===== config.mk =====
export PLATFORM = sky130hd
export DESIGN_NAME = jtag_master
export DESIGN_NICKNAME = d
export VERILOG_FILES = /design/src/rtl/jtag_pkg.sv /design/src/rtl/jtag_tck_gen.sv /design/src/rtl/jtag_master.sv
export SDC_FILE = /design/constraint.sdc
export NUM_CORES = 1
export LEC_CHECK = 0
export ABC_CLOCK_PERIOD_IN_PS = 4910
export CAP_MARGIN = 20
export CORE_AREA = 4 4 143 145
export CTS_BUF_LIST = sky130_fd_sc_hd__clkbuf_4
export DETAILED_ROUTE_END_ITERATION = 10
export DIE_AREA = 0 0 147 149
export HOLD_SLACK_MARGIN = 0.08
export PLACE_DENSITY_LB_ADDON = 0.08
export SYNTH_ARGS = -nofsm -noshare
export SYNTH_HDL_FRONTEND = slang
export SYNTH_HIERARCHICAL = 1
export SYNTH_SLANG_ARGS = --single-unit

===== constraint.sdc =====
create_clock -name clk -period 4.91 [get_ports clk]
set_clock_uncertainty 0.15 [all_clocks]
set_input_delay 0.982 -clock clk [delete_from_list [all_inputs] [get_ports clk]]
set_output_delay 0.982 -clock clk [all_outputs]
set_load 0.005 [all_outputs]

===== src/rtl/jtag_pkg.sv =====
// Shared JTAG master types: command opcodes, FSM states, TAP instruction and TMS pattern constants.
package jtag_pkg;

  typedef enum logic [1:0] {
    OP_RESET    = 2'd0,
    OP_IR_SCAN  = 2'd1,
    OP_DR_SCAN  = 2'd2,
    OP_IDLE_RUN = 2'd3
  } op_t;

  typedef enum logic [2:0] {
    ST_IDLE,
    ST_RST_SEQ,
    ST_HDR,
    ST_SHIFT,
    ST_TRAIL,
    ST_RUN,
    ST_DONE
  } state_t;

  localparam int IR_W = 3;
  localparam logic [IR_W-1:0] IR_BYPASS  = 3'b111;
  localparam logic [IR_W-1:0] IR_IDCODE  = 3'b001;
  localparam logic [IR_W-1:0] IR_SAMPLE  = 3'b010;
  localparam logic [IR_W-1:0] IR_PRELOAD = 3'b011;
  localparam logic [IR_W-1:0] IR_INTEST  = 3'b100;
  localparam logic [IR_W-1:0] IR_EXTEST  = 3'b101;

  localparam logic [31:0] IDCODE_VAL = 32'h06C6_2127;

  // TMS sequences, first period in bit 0.
  localparam logic [5:0] TMS_RST    = 6'b011111;
  localparam logic [5:0] TMS_IR_HDR = 6'b000011;
  localparam logic [5:0] TMS_DR_HDR = 6'b000001;
  localparam logic [5:0] TMS_TRAIL  = 6'b000001;

  function automatic logic is_scan(input op_t op);
    return (op == OP_IR_SCAN) || (op == OP_DR_SCAN);
  endfunction

endpackage


===== src/rtl/jtag_tck_gen.sv =====
// TCK divider: TCK_DIV clks low then TCK_DIV clks high while enabled, parked low otherwise.
// o_rise_stb marks the last low clk (TDO capture), o_fall_stb the last high clk (TMS/TDI update).
module jtag_tck_gen #(
  parameter int TCK_DIV = 2
) (
  input  logic clk,
  input  logic rst_n,
  input  logic i_en,
  output logic o_tck,
  output logic o_fall_stb,
  output logic o_rise_stb
);

  localparam int CW = (TCK_DIV > 1) ? $clog2(TCK_DIV) : 1;

  logic [CW-1:0] r_cnt;
  logic          r_tck;
  logic          w_end;

  assign w_end      = i_en && (r_cnt == CW'(TCK_DIV - 1));
  assign o_tck      = r_tck;
  assign o_rise_stb = w_end && !r_tck;
  assign o_fall_stb = w_end && r_tck;

  always_ff @(posedge clk or negedge rst_n) begin
    if (!rst_n) begin
      r_cnt <= '0;
      r_tck <= 1'b0;
    end else if (!i_en) begin
      r_cnt <= '0;
      r_tck <= 1'b0;
    end else if (w_end) begin
      r_cnt <= '0;
      r_tck <= ~r_tck;
    end else begin
      r_cnt <= r_cnt + CW'(1);
    end
  end

endmodule


===== src/rtl/jtag_master.sv =====
// JTAG master: walks the TAP through reset / IR scan / DR scan / idle-run per command and
// returns captured TDO right-aligned. Each FSM segment loads a TMS pattern and a period count.
module jtag_master
  import jtag_pkg::*;
#(
  parameter int TCK_DIV = 2,
  parameter int DR_MAX  = 32,
  parameter int LEN_W   = $clog2(DR_MAX) + 1
) (
  input  logic              clk,
  input  logic              rst_n,
  input  logic              cmd_valid,
  output logic              cmd_ready,
  input  logic [1:0]        cmd_op,
  input  logic [LEN_W-1:0]  cmd_len,
  input  logic [DR_MAX-1:0] cmd_data,
  output logic              rsp_valid,
  output logic [DR_MAX-1:0] rsp_data,
  output logic              busy,
  output logic              tck,
  output logic              tms,
  output logic              tdi,
  input  logic              tdo
);

  state_t            r_state;
  op_t               r_op;
  logic [LEN_W-1:0]  r_len;
  logic [LEN_W-1:0]  r_cnt;
  logic [5:0]        r_pat;
  logic [DR_MAX-1:0] r_data;
  logic [DR_MAX-1:0] r_cap;
  logic [DR_MAX-1:0] r_rsp_data;
  logic              r_rsp_valid;
  logic              r_synced;
  logic              r_tms;
  logic              r_tdi;

  logic              w_ready;
  logic              w_fall;
  logic              w_rise;
  logic              w_tck;
  logic [LEN_W-1:0]  w_len_clamp;
  op_t               w_op;
  logic [LEN_W-1:0]  w_len;
  logic              w_data0;
  state_t            w_after_rst;
  state_t            w_tgt;
  logic [5:0]        w_tgt_pat;
  logic [LEN_W-1:0]  w_tgt_cnt;
  logic              w_tgt_tdi;

  assign w_ready   = (r_state == ST_IDLE) || (r_state == ST_DONE);
  assign cmd_ready = w_ready;
  assign busy      = ~w_ready;
  assign rsp_valid = r_rsp_valid;
  assign rsp_data  = r_rsp_data;
  assign tck       = w_tck;
  assign tms       = r_tms;
  assign tdi       = r_tdi;

  jtag_tck_gen #(.TCK_DIV(TCK_DIV)) u_tck_gen (
    .clk        (clk),
    .rst_n      (rst_n),
    .i_en       (~w_ready),
    .o_tck      (w_tck),
    .o_fall_stb (w_fall),
    .o_rise_stb (w_rise)
  );

  // Scan lengths clamp to 1..DR_MAX; IDLE_RUN keeps the raw count, zero included.
  always_comb begin
    w_len_clamp = cmd_len;
    if (op_t'(cmd_op) != OP_IDLE_RUN) begin
      if (cmd_len == '0)
        w_len_clamp = LEN_W'(1);
      else if (cmd_len > LEN_W'(DR_MAX))
        w_len_clamp = LEN_W'(DR_MAX);
    end
  end

  // Next segment and its load values; command fields come straight from the inputs when idle.
  always_comb begin
    w_op    = w_ready ? op_t'(cmd_op) : r_op;
    w_len   = w_ready ? w_len_clamp : r_len;
    w_data0 = w_ready ? cmd_data[0] : r_data[0];

    if (w_op == OP_RESET)
      w_after_rst = ST_DONE;
    else if (w_op == OP_IDLE_RUN)
      w_after_rst = (w_len == '0) ? ST_DONE : ST_RUN;
    else
      w_after_rst = ST_HDR;

    case (r_state)
      ST_IDLE, ST_DONE: w_tgt = (!r_synced || w_op == OP_RESET) ? ST_RST_SEQ : w_after_rst;
      ST_RST_SEQ:       w_tgt = w_after_rst;
      ST_HDR:           w_tgt = ST_SHIFT;
      ST_SHIFT:         w_tgt = ST_TRAIL;
      default:          w_tgt = ST_DONE;
    endcase

    w_tgt_pat = '0;
    w_tgt_cnt = '0;
    w_tgt_tdi = 1'b0;
    case (w_tgt)
      ST_RST_SEQ: begin
        w_tgt_pat = TMS_RST;
        w_tgt_cnt = LEN_W'(5);
      end
      ST_HDR: begin
        w_tgt_pat = (w_op == OP_IR_SCAN) ? TMS_IR_HDR : TMS_DR_HDR;
        w_tgt_cnt = (w_op == OP_IR_SCAN) ? LEN_W'(3) : LEN_W'(2);
      end
      ST_SHIFT: begin
        w_tgt_pat = {5'b0, (w_len == LEN_W'(1))};
        w_tgt_cnt = w_len - LEN_W'(1);
        w_tgt_tdi = w_data0;
      end
      ST_TRAIL: begin
        w_tgt_pat = TMS_TRAIL;
        w_tgt_cnt = LEN_W'(1);
      end
      ST_RUN:  w_tgt_cnt = w_len - LEN_W'(1);
      default: ;
    endcase
  end

  always_ff @(posedge clk or negedge rst_n) begin
    if (!rst_n) begin
      r_state     <= ST_IDLE;
      r_op        <= OP_RESET;
      r_len       <= '0;
      r_cnt       <= '0;
      r_pat       <= '0;
      r_data      <= '0;
      r_cap       <= '0;
      r_rsp_data  <= '0;
      r_rsp_valid <= 1'b0;
      r_synced    <= 1'b0;
      r_tms       <= 1'b0;
      r_tdi       <= 1'b0;
    end else begin
      r_rsp_valid <= 1'b0;
      if (w_ready) begin
        if (cmd_valid) begin
          r_op    <= op_t'(cmd_op);
          r_len   <= w_len_clamp;
          r_data  <= cmd_data;
          r_cap   <= '0;
          r_state <= w_tgt;
          r_pat   <= w_tgt_pat;
          r_cnt   <= w_tgt_cnt;
          r_tms   <= w_tgt_pat[0];
          r_tdi   <= w_tgt_tdi;
          if (w_tgt == ST_DONE) begin
            r_rsp_valid <= 1'b1;
            r_rsp_data  <= '0;
          end
        end else begin
          r_state <= ST_IDLE;
        end
      end else if (w_fall) begin
        if (r_cnt != '0) begin
          r_cnt <= r_cnt - LEN_W'(1);
          r_pat <= r_pat >> 1;
          if (r_state == ST_SHIFT) begin
            r_tms  <= (r_cnt == LEN_W'(1));
            r_tdi  <= r_data[1];
            r_data <= r_data >> 1;
          end else begin
            r_tms <= r_pat[1];
          end
        end else begin
          r_state <= w_tgt;
          r_pat   <= w_tgt_pat;
          r_cnt   <= w_tgt_cnt;
          r_tms   <= w_tgt_pat[0];
          r_tdi   <= w_tgt_tdi;
          if (r_state == ST_RST_SEQ)
            r_synced <= 1'b1;
          if (w_tgt == ST_DONE) begin
            r_rsp_valid <= 1'b1;
            r_rsp_data  <= is_scan(r_op) ? (r_cap >> (LEN_W'(DR_MAX) - r_len)) : '0;
          end
        end
      end
      // TDO enters at the MSB so the last bit lands in place; DONE right-aligns by length.
      if (w_rise && r_state == ST_SHIFT)
        r_cap <= {tdo, r_cap[DR_MAX-1:1]};
    end
  end

endmodule

### After elaboration in Yosys (flattened, before gate mapping)

Cells that the tools add are included.

| operators by class | value |
|---|---|
| add/subtract/negate cells | 4 |
| divide/modulo/power cells | 0 |
| equal/unequal tests | 20 |
| reduce and logical (&&, ||, !) cells | 30 |
| shift operators | 1 |
| muxes and demuxes | 62 |
| $lt $le $gt $ge | 1 |
| bitwise operators | 3 |
| $mul | 0 |

Operator list:

| cell | number |
|---|---|
| $mux 32 | 15 |
| $mux 6 | 12 |
| $shr 32x6->32 | 1 |
| $pmux 6 s4 | 1 |
| $mux 1 | 22 |
| $mux 3 | 7 |
| $pmux 5 s4 | 1 |
| $eq 3x2->1 const B | 4 |
| $eq 3x3->1 const B | 4 |
| $eq 6x1->1 const B | 2 |
| $logic_not 6->1 | 2 |
| $pmux 3 s4 | 1 |
| $reduce_and 4->1 | 3 |
| $reduce_bool 2->1 | 6 |
| $sub 6x1->6 const B | 2 |
| $reduce_and 2->1 | 4 |
| $eq 3x1->1 const B | 2 |
| $gt 6x6->1 const B | 1 |
| $mux 2 | 3 |
| $ne 2x2->1 const B | 3 |
| $reduce_bool 6->1 | 1 |
| $sub 6x6->6 const A | 1 |
| $eq 2x1->1 const B | 2 |
| $eq 2x2->1 const B | 2 |
| other kinds (10) | 19 |

| storage, ports and cells | value |
|---|---|
| output and inout bits | 38 |
| bits in read-only memories | 0 |
| memories kept | 0 |
| bits of input ports | 44 |
| bits in writable memories | 0 |
| bits in latches | 0 |
| logic and storage cells | 135 |
| flip-flop bits (word level) | 125 |

### Depth between registers and ports, before layout

| depth | value |
|---|---|
| word-level depth | 17 |
| depth in mapped cells | 17 |
| depth with buffers taken out | 14 |

### Cells and area by module

The synthesis kept the hierarchy.

By module, submodules not included:

| module | times used | sequential area each (sq um) | area each (sq um) | cells each |
|---|---|---|---|---|
| jtag_master | 1 | 3,027.9 | 7,487.2 | 795 |
| jtag_tck_gen | 1 | 50.0 | 88.8 | 8 |

### Worst setup path before layout

Ideal clock, no wire load.

| timing path | value |
|---|---|
| kind | reg2reg |
| from | reg r_state[1] |
| to | reg r_rsp_data[2], in the netlist rsp_data[2] |
| stages on the path, launching flop included | 15 |
| data required time | 4.638 ns |
| path slack | 1.394 ns |
| path buffers | 3 |
| data arrival time | 3.245 ns |
| cells stage by stage | dfrtp_1 buf_4 xnor2_2 nand2_1 inv_2 buf_1 mux2_2 ha_1 nor4b_1 a31oi_1 nand2_1 a31o_2 and3_1 buf_2 a32o_1 |

| between the ends | value |
|---|---|
| cells in the longest elaborated chain, start to end | 11 |

Ends and longest elaborated chain:

| item | RTL line | RTL |
|---|---|---|
| start, declared | jtag_master.sv:26 | `state_t r_state;` |
| start signal, assigned | jtag_master.sv:151 | `r_state <= w_tgt;` |
| start signal, assigned | jtag_master.sv:175 | `r_state <= w_tgt;` |
| $eq 3x3->1 / $logic_not 3->1 (equally long branches) | jtag_master.sv:53, jtag_master.sv:95 |  |
| $logic_or 1x1->1 | jtag_master.sv:53 | `assign w_ready = (r_state == ST_IDLE) \|\| (r_state == ST_DONE);` |
| $mux 6 | jtag_master.sv:85 | `w_len = w_ready ? w_len_clamp : r_len;` |
| $logic_not 6->1 | jtag_master.sv:91 | `w_after_rst = (w_len == '0) ? ST_DONE : ST_RUN;` |
| $mux 2 | jtag_master.sv:91 |  |
| $mux 3 | jtag_master.sv:90 | `else if (w_op == OP_IDLE_RUN)` |
| $mux 3 | jtag_master.sv:88 | `if (w_op == OP_RESET)` |
| $mux 3 | jtag_master.sv:96 | `ST_IDLE, ST_DONE: w_tgt = (!r_synced \|\| w_op == OP_RESET) ? ST_RST_SEQ : w_after_rst;` |
| $pmux 3 s4 | jtag_master.sv:95 | `case (r_state)` |
| $eq 3x3->1 | jtag_master.sv:156, jtag_master.sv:182 |  |
| $reduce_and 4->1 (no line) | n/a |  |
| end signal, assigned | jtag_master.sv:184 | `r_rsp_data <= is_scan(r_op) ? (r_cap >> (LEN_W'(DR_MAX) - r_len)) : '0;` |
| end, declared | jtag_master.sv:33 | `logic [DR_MAX-1:0] r_rsp_data;` |

Several ways; a longest one is shown, not always the timed one.
A chain may end at the register's enable or synchronous reset.

### Worst setup path in the final report

| timing path | value |
|---|---|
| from | reg r_state[1] |
| to | out cmd_ready |

| between the ends | value |
|---|---|
| cells in the longest elaborated chain, start to end | 2 |

Ends and longest elaborated chain:

| item | RTL line | RTL |
|---|---|---|
| $eq 3x3->1 / $logic_not 3->1 (equally long branches) | jtag_master.sv:53 |  |
| $logic_or 1x1->1 (*) | jtag_master.sv:53 |  |
| end, declared | jtag_master.sv:13 | `output logic cmd_ready,` |

Every way passes the cells marked *; elsewhere a longest branch is shown, timed or not.

==> results by group <==
Power
  • Pwr/cell area: 384 nW/um2
  • VDD IR-drop max: 0.163 mV
  • Total power: 3.41 mW
  • Static Leak: 3.85 nW

Synth
  • Number of enable-type register cells in the synthesized netlist: 0
  • Asr flop ratio synth: 100%
  • Largest cells by area after synthesis: dfrtp_1, nand2_1, mux2i_1
  • Count of state elements after synthesis: 123
  • Most used flip-flop cell after synthesis: dfrtp_1
  • Net Count, Synth: 856
  • Synthesized cell area: 7580 um2
  • Number of standard cells after synthesis: 803
  • Synth top area share: 40.6%
  • Most area-hungry cell type in the Yosys netlist: dfrtp_1
  • Number of distinct library cell variants in the gate-level netlist after synthesis: 66
  • Syn avg cell area: 9.43 um2
  • Synth Warn #: 6
  • Sequential area share after synthesis: 40.6%

STA
  • Slew margin rel.: 29.9%
  • Post-route worst setup slack: 0.776 ns
  • Max Transition Viols Final: 0
  • Actual slew at the worst max-slew pin: 1.05 ns
  • Timing-limited maximum frequency: 242 MHz
  • Period utilisation layout: 84.2%
  • Hold violation count in the final report: 0
  • Unrepaired setup endpoints after global routing: no
  • Final Critical Period: 4.13 ns
  • Sum Neg Setup Slack: 0 ns
  • Final-report setup violation count: 0

Clock network
  • Post-CTS Setup Bufs: 0
  • Clock-pin slew on the worst setup and hold paths: 0.13 ns
  • H-tree lvl count: 4
  • CTS-repair resized insts: 0
  • Clock latency reported for the late side of the worst-skew pair: 0.54 ns
  • Sinks on Clock Net: 123
  • Clock tree root buffer cell: clkbuf_4
  • Hold bufs inserted after CTS: 0
  • Maximum buffer depth of the clock tree: 2
  • CTS buffer count: 17
  • CTS tree: built

Routing
  • Via-to-Cell Ratio: 5.46
  • Wirelength per Cell: 17.3 um
  • Sum of routed wire length over all layers: 19,800 um
  • Iteration count of the initial detailed-routing pass: 5
  • Antenna Violating Nets Remaining: 0
  • First-iteration detailed-routing DRC count: 387
  • DRC violations left: 0
  • Number of vias in the routed layout: 6,240

Layout
  • Most common cell after layout, fill and taps aside: nand2_1
  • Fraction of layout cells with a size suffix above 1: 11.7%
  • Leading cell types in the layout, fill and taps excluded: nand2_1, dfrtp_1, o21ai_0, clkdlybuf4s50_1, mux2i_1
  • Synth-to-layout area growth: 17.2%
  • Layout net count: 914
  • Cell Count, Final, Fillers Out: 1,142

Worst hold path
  • Min-Delay Path Class: input port to async pin

Die
  • Floorplan die height: 149 um
  • Area of the die: 21,900 um2
  • Site Rows: 51
  • Floorplan Core Area: 19,200 um2
  • Io pins: 82
  • Chip Width: 147 um
  • Initial standard-cell utilization of the core: 39.4%

Global routing
  • Number of global-route vias before repair: 6,230
  • Wire length of the first global-routing pass: 33,000 um
  • Initial antenna violation count: 1
  • Global-route usage over all layers: 18.5%
  • Largest net degree at the start of global routing: 75
  • Final global-route overflow total: 0

Worst setup path
  • Classification of the worst setup path: flip-flop to primary output
  • Req. time, crit path: 3.78 ns
  • Worst flop-to-flop path startpoint: r_state[1]
  • Capture point of the worst reg-to-reg path: rsp_data[30]
  • Depth of the worst register-to-register path: 11
  • CP arrival: 3.00 ns
  • Critical path launch point type: flip-flop
  • Category of the worst setup path capture point: primary output
  • FF-to-FF setup slack: 0.84 ns
  • Maximum fanout count along the critical path: 33

Placed design
  • Buffers added on ports: 81
  • Number of cells after detailed placement: 1,103
  • Post-DP HPWL: 14,400 um
  • Gpl congestion: 0.884
  • DP Worst Slack: 0.379 ns

Status
  • Status: completed

Run
  • Total of max-cap violations: 0
flip-flops by register name, summed over array words and instances, names as in the netlist:
register / flops
r_cap: 32
r_cnt: 6
r_data: 32
r_len: 6
r_op: 2
r_pat: 4
r_state: 3
r_synced: 1
rsp_data: 32
rsp_valid: 1
tdi: 1
tms: 1
u_tck_gen/o_tck: 1
u_tck_gen/r_cnt: 1
synthesized netlist by cell type, types with 11 or more instances:
cell type  count
a21oi_1       25
buf_2         17
clkbuf_1      29
dfrtp_1      123
inv_1         12
mux2_2        15
mux2i_1       52
mux4_2        20
nand2_1      179
nand3_1       45
nor2_1        28
o21ai_0       80
o2bb2ai_1     11
o31ai_1       13
cells by family (layout without fill, tap and decap cells):
kind of cell / Yosys count / count (layout) / synth area share, %
simple gates: 296 / 296 / 17.6
compound gates: 192 / 192 / 16.1
flops: 123 / 123 / 40.6
mux: 95 / 95 / 17.8
buf+inv: 72 / 143 / 4.46
xor+xnor: 16 / 16 / 1.95
fa+ha+maj: 9 / 9 / 1.49
other cells: 0 / 3 / 0
worst max-delay path, stage by stage, from the launching register on:
cell and delay (ns):
dfrtp_1 0.73, xnor2_2 0.21, nand2_1 0.12, inv_2 0.25, buf_4 0.52, clkdlybuf4s50_1 0.61
worst max-delay path by stage:
stage | startpoint | slack, ns | endpoint
6_report | r_state[1] | 0.78 | cmd_ready
5_1_grt | r_state[1] | 0.47 | rsp_data[30]
4_1_cts | r_state[1] | 0.73 | cmd_ready
3_5_place_dp | cmd_len[3] | 0.38 | rsp_data[30]
3_3_place_gp | cmd_len[5] | 0.52 | rsp_data[30]
2_1_floorplan | r_state[1] | 1.39 | rsp_data[2]
power by group:
group          internal (mW)  switching (mW)
Clock                  0.216           0.452
Combinational          0.612           0.842
Sequential              1.14           0.141
Total                   1.97            1.43
layout make-up:
cell class	instances	area, um2
fillers	1845	10300
multi-input cells	608	4170
flip-flops and latches	123	3080
repair buffers	97	988
well taps	265	332
clock inverters	15	129
clock buffers	17	128
inverters	14	52.6
diodes	3	7.51
routing by layer:
layer / global-route usage [%] / up-vias / share of wire (%)
met4: 4.99 / 0 / 1.2
met1: 25.3 / 3045 / 47
met2: 30.4 / 161 / 48
li1: - / 3019 / -
met3: 3.68 / 15 / 4.5
met5: 0 / - / 0
per-stage QoR:
| step | instance area (um2) | hold WS [ns] | utilization [%] |
|---|---|---|---|
| CTS | 8800 | 0.279 | 45.8 |
| floorplan | 7580 | 0.288 | - |
| finish | 8880 | 0.290 | 46.2 |
| global route | 8880 | 0.300 | 46.2 |
| global placement | 8540 | 0.313 | 44.5 |
| detailed placement | 8540 | 0.309 | 44.5 |
No activity file was read; power rests on OpenSTA's default activity.
